===== src/rtl/frame_pkg.sv =====
// Shared frame geometry, framing-byte constants and FSM state type for the frame
// transmit generator.
package frame_pkg;

  localparam int         ROWS     = 4;
  localparam logic [10:0] LAST_COL = 11'd1040;
  localparam logic [10:0] OH_COLS  = 11'd16;
  localparam logic [7:0]  FAS_A    = 8'hF6;
  localparam logic [7:0]  FAS_B    = 8'h28;

  typedef enum logic [1:0] {
    IDLE,
    OH,
    PAYLOAD,
    CHK
  } state_t;

  // Overhead byte for a given position; only row 0 carries FAS and MFAS.
  function automatic logic [7:0] oh_byte(input logic [1:0] row, input logic [10:0] col,
                                         input logic [7:0] mfas);
    logic [7:0] b;
    b = 8'h00;
    if (row == 2'd0) begin
      if (col <= 11'd2)      b = FAS_A;
      else if (col <= 11'd5) b = FAS_B;
      else if (col == 11'd6) b = mfas;
    end
    return b;
  endfunction

endpackage


===== src/rtl/frame_tx_pos.sv =====
// Row/column position of the next byte to issue; steps once per advance strobe
// and wraps at the end of each row and of the frame.
module frame_tx_pos
  import frame_pkg::*;
(
  input  logic        clk,
  input  logic        rst_n,
  input  logic        adv,
  output logic [1:0]  row,
  output logic [10:0] col
);

  logic [1:0]  row_reg;
  logic [10:0] col_reg;

  always_ff @(posedge clk or negedge rst_n) begin
    if (!rst_n) begin
      row_reg <= 2'd0;
      col_reg <= 11'd0;
    end else if (adv) begin
      if (col_reg == LAST_COL) begin
        col_reg <= 11'd0;
        row_reg <= (row_reg == 2'(ROWS - 1)) ? 2'd0 : row_reg + 2'd1;
      end else begin
        col_reg <= col_reg + 11'd1;
      end
    end
  end

  assign row = row_reg;
  assign col = col_reg;

endmodule


===== src/rtl/frame_tx_gen.sv =====
// Frame transmit generator: 4 x 1041 byte frames of overhead, payload and a
// per-row check byte. Define FRAME_TX_CHK_EN to carry the XOR check byte.
module frame_tx_gen
  import frame_pkg::*;
(
  input  logic        i_clk,
  input  logic        i_rst_n,
  input  logic        i_enable,
  input  logic [7:0]  i_pl_data,
  input  logic        i_pl_valid,
  output logic        o_pl_ready,
  output logic [7:0]  o_data,
  output logic        o_valid,
  input  logic        i_ready,
  output logic [1:0]  o_row_cnt,
  output logic [10:0] o_col_cnt,
  output logic [7:0]  o_mfas
);

  state_t      state_reg, state_next;
  logic [7:0]  data_reg;
  logic        valid_reg;
  logic [1:0]  row_reg;
  logic [10:0] col_reg;
  logic [7:0]  mfas_reg;

  logic        can_load;
  logic        issue;
  logic [7:0]  issue_data;
  logic [7:0]  chk_byte;
  logic [1:0]  pos_row;
  logic [10:0] pos_col;

  // The output register may take a new byte when empty or when its byte leaves now.
  assign can_load = ~valid_reg | i_ready;

  frame_tx_pos u_pos (
    .clk   (i_clk),
    .rst_n (i_rst_n),
    .adv   (issue),
    .row   (pos_row),
    .col   (pos_col)
  );

  always_comb begin
    state_next = state_reg;
    issue      = 1'b0;
    issue_data = 8'h00;
    o_pl_ready = 1'b0;
    case (state_reg)
      IDLE: begin
        if (i_enable) state_next = OH;
      end
      OH: begin
        if (i_enable && can_load) begin
          issue      = 1'b1;
          issue_data = oh_byte(pos_row, pos_col, mfas_reg);
          if (pos_col == OH_COLS - 11'd1) state_next = PAYLOAD;
        end
      end
      PAYLOAD: begin
        if (i_enable && can_load) begin
          o_pl_ready = 1'b1;
          if (i_pl_valid) begin
            issue      = 1'b1;
            issue_data = i_pl_data;
            if (pos_col == LAST_COL - 11'd1) state_next = CHK;
          end
        end
      end
      CHK: begin
        if (i_enable && can_load) begin
          issue      = 1'b1;
          issue_data = chk_byte;
          state_next = OH;
        end
      end
      default: state_next = IDLE;
    endcase
  end

  always_ff @(posedge i_clk or negedge i_rst_n) begin
    if (!i_rst_n) begin
      state_reg <= IDLE;
      data_reg  <= 8'h00;
      valid_reg <= 1'b0;
      row_reg   <= 2'd0;
      col_reg   <= 11'd0;
      mfas_reg  <= 8'h00;
    end else begin
      state_reg <= state_next;
      if (issue) begin
        valid_reg <= 1'b1;
        data_reg  <= issue_data;
        row_reg   <= pos_row;
        col_reg   <= pos_col;
      end else if (can_load) begin
        valid_reg <= 1'b0;
      end
      // Multiframe count steps once the last byte of the frame has left.
      if (valid_reg && i_ready && row_reg == 2'(ROWS - 1) && col_reg == LAST_COL)
        mfas_reg <= mfas_reg + 8'd1;
    end
  end

`ifdef FRAME_TX_CHK_EN
  logic [7:0] acc_reg;

  always_ff @(posedge i_clk or negedge i_rst_n) begin
    if (!i_rst_n) begin
      acc_reg <= 8'h00;
    end else if (issue && state_reg == PAYLOAD) begin
      acc_reg <= (pos_col == OH_COLS) ? issue_data : (acc_reg ^ issue_data);
    end
  end

  assign chk_byte = acc_reg;
`else
  assign chk_byte = 8'h00;
`endif

  assign o_data    = data_reg;
  assign o_valid   = valid_reg;
  assign o_row_cnt = row_reg;
  assign o_col_cnt = col_reg;
  assign o_mfas    = mfas_reg;

endmodule


===== config.mk =====
export PLATFORM = sky130hd
export DESIGN_NAME = frame_tx_gen
export DESIGN_NICKNAME = d
export VERILOG_FILES = /design/src/rtl/frame_pkg.sv /design/src/rtl/frame_tx_pos.sv /design/src/rtl/frame_tx_gen.sv
export SDC_FILE = /design/constraint.sdc
export NUM_CORES = 1
export LEC_CHECK = 0
export BUFFER_PORTS_ARGS = -buffer_cell sky130_fd_sc_hd__buf_4
export CAP_MARGIN = 10
export CORE_MARGIN = 5
export CORE_UTILIZATION = 54
export CTS_CLUSTER_SIZE = 40
export DETAILED_ROUTE_END_ITERATION = 6
export MAX_ROUTING_LAYER = met4
export PLACE_DENSITY = 0.78
export SLEW_MARGIN = 15
export SYNTH_ARGS = -nofsm -noshare
export SYNTH_HDL_FRONTEND = slang
export SYNTH_SLANG_ARGS = --single-unit

===== constraint.sdc =====
create_clock -name i_clk -period 2.3 [get_ports i_clk]
set_input_delay 0.23 -clock i_clk [delete_from_list [all_inputs] [get_ports i_clk]]
set_output_delay 0.23 -clock i_clk [all_outputs]
set_load 0.05 [all_outputs]

==> impl_metrics.ini <==
[run_status]
outcome = completed

[sta]
setup_viol = 0
worst_hold_slack_ps = 169.9
finClkSkew_ps = 4.146
setup_tns_ps = 0
rsz0062_at_grt = no
worst_slew_pin_slew_ps = 553.0
max-slew-margin-rel = 0.6313
max_freq_mhz = 490.7
fin_crit_sh = 0.8860
period_needed_ps = 2038
slew_viol_final = 0
finalHoldViolations = 0

[place]
gp_congestion = 0.8333
portBuffers = 43
hpwl_um = 3785

[clocking]
root_buffer = clkbuf_8
htree_levels = 2
cts_resized = 0
numCtsBuffers = 5
clock_path_buffers = 2
post_cts_buffers = 0
numClockSinks = 45
cts_tree = built
clk_pin_slew_ps = 80
clock_latency_ps = 290

[logic_synthesis]
synth_ff_type = dfrtp_1
async_reset_ff_frac = 1.000
ys_seq_elements = 45
syn_avg_cell_area_um2 = 9.804
synth.distinct_cells = 44
yosys_warnings = 0
synth_edf_count = 0
syn_area_um2 = 2323
synth.net_count = 262
syn_inst = 237
ys_seq_area_frac = 0.4847

[setup_path]
r2r-end = state_reg[1]$_DFFE_PN0P_
worst-r2r-cell-count = 5
critPathMaxStageDelay_ps = 590
r2r_slack_ps = 260
worst-path-stages = 5
end_kind = flop
crit_slowest_cell = or4_4
r2r-start = u_pos.col[5]$_DFFE_PN0P_
cp.required_ps = 2470
cp-endpoint = state_reg[1]$_DFFE_PN0P_
path_max_fanout = 7
crit_arrival_ps = 2210
path_delay_family = simple AND/OR/NAND/NOR gates
crit_chain = or4_4 > nor4_4 > nand3_1 > a2bb2oi_2 > mux2_1
crit_type = flop to flop
startpoint_type = flop
startpoint = u_pos.col[5]$_DFFE_PN0P_
crit_buf_inv = 0

[global_routing]
gr-usage-all-layers = 0.1997
first_global_vias = 1778
grt.overflow.total = 0
grt_pass1_wl_um = 8535
grt_max_degree = 46
antenna_found_initial = 0

[job]
drv_cap = 0

[routing]
via_per_inst = 5.399
wl_um = 4906
drc = 0
ant_nets = 0
num_vias = 1814
post_drt_wl_per_cell_um = 14.60
firstDrtPassIters = 4
first_iter_violations = 78

[power_and_ir_drop]
power.density_nw_per_um2 = 1089
power.static_leakage_nw = 1.372
peakVddDrop_mv = 0.6449

[cells_and_area]
final_nets = 310
antenna_cells = 0
fin_util = 0.6889
syn2layout_area_growth_pct = 21.16
layout-drive-gt1-share = 0.2238

[die]
rows = 23
die_h_um = 75.60
initial_core_util = 0.5686
dieArea_um2 = 5715
die-width_um = 75.60
num_io_pins = 44
core_area_um2 = 4086

[worst_hold_path]
hold_class = input pin to flop
-- through the flow --
step | setup slack, ps | power, W | instance area (um2) | cells
floorplan | 397.2 | 0.002175 | 2323 | 237
global placement | 336.8 | 0.002586 | 2718 | 327
detailed placement | 257.6 | 0.002612 | 2718 | 327
CTS | 248.2 | 0.003087 | 2815 | 336
global route | 154.4 | 0.003285 | 2815 | 336
finish | 262.3 | 0.003065 | 2815 | 336
-- cell families (layout without fill, tap and decap cells) --
kind of cell             count (synthesis)  count (layout)  synth area share
AND/OR/NAND/NOR                        103             103            0.2321
flip-flops                              45              45            0.4847
adder cells (fa/ha/maj)                 12              12           0.06462
multiplexers                             5               5           0.02369
AO/OA/AOI/OAI                           39              39            0.1147
buffers and inverters                   21              70           0.03500
XOR/XNOR                                12              12           0.04524
-- worst min path at each step --
stage,startpoint,endpoint,slack [ps],depth (start not counted)
after floorplan,i_rst_n,o_col_cnt[0]$_DFFE_PN0P_,-70,0
after global placement,i_rst_n,o_col_cnt[4]$_DFFE_PN0P_,260,1
after detailed placement,i_rst_n,o_col_cnt[4]$_DFFE_PN0P_,260,1
after CTS,i_pl_data[2],o_data[2]$_DFFE_PN0P_,160,2
after global routing,i_pl_data[2],o_data[2]$_DFFE_PN0P_,170,2
final,i_pl_data[2],o_data[2]$_DFFE_PN0P_,170,2
-- Yosys cell counts, drive strengths merged (4+ instances only) --
cell type | count | area, um2
dfrtp | 45 | 1126
nand2 | 43 | 161.4
nor2 | 16 | 60.06
ha | 12 | 150.1
inv | 12 | 45.04
o21ai | 12 | 60.05
xnor2 | 9 | 78.83
a21oi | 8 | 40.04
nand3 | 8 | 40.04
clkbuf | 7 | 26.28
nand4 | 7 | 43.79
a221o | 5 | 50.05
and2 | 4 | 25.02
and3 | 4 | 25.02
mux2 | 4 | 45.04
nor3 | 4 | 20.02
-- worst reg2reg max path, delay by kind of cell (launching register included) --
kind            cells  cell delay (ps)
mux                 1              330
compound gates      1              190
simple gates        3              950
flops               1              450
-- layout make-up --
class / instances / area (um2)
Clock buffer: 6 / 72.57
Clock inverter: 2 / 15.01
Fill cell: 319 / 1271
Inverter: 12 / 45.04
Multi-Input combinational cell: 171 / 1116
Sequential cell: 45 / 1126
Tap cell: 50 / 62.56
Timing Repair Buffer: 50 / 377.9
-- per-layer routing --
metal | GRT usage | part of all wire
met5 | - | 0
met4 | 0.05049 | 0.0049
met3 | 0.03166 | 0.049
met2 | 0.2905 | 0.47
met1 | 0.2926 | 0.48
-- report_power, final --
part	leakage [nW]	internal, W	switching (W)
logic	0.730	0.000526	0.000937
clock network	0.0374	0.000214	0.000257
registers	0.605	0.000956	0.000175
total	1.37	0.00170	0.00137
-- cells in the final DEF (no fill, tap or decap), types with 7 or more instances in the layout --
cell	count
nor2_1	16
o21ai_0	11
buf_4	49
inv_1	12
dfrtp_1	45
nand3_1	8
a21oi_1	8
xnor2_1	9
nand4_1	7
nand2_1	43
ha_1	12
-- repair_timing --
item | 4_1_cts | 5_1_grt
hold buffers | 1 | 0
endpoints found under the setup margin | 0 | 0
endpoints found under the hold margin | 45 | 0
(Power assumes the default switching activity.)
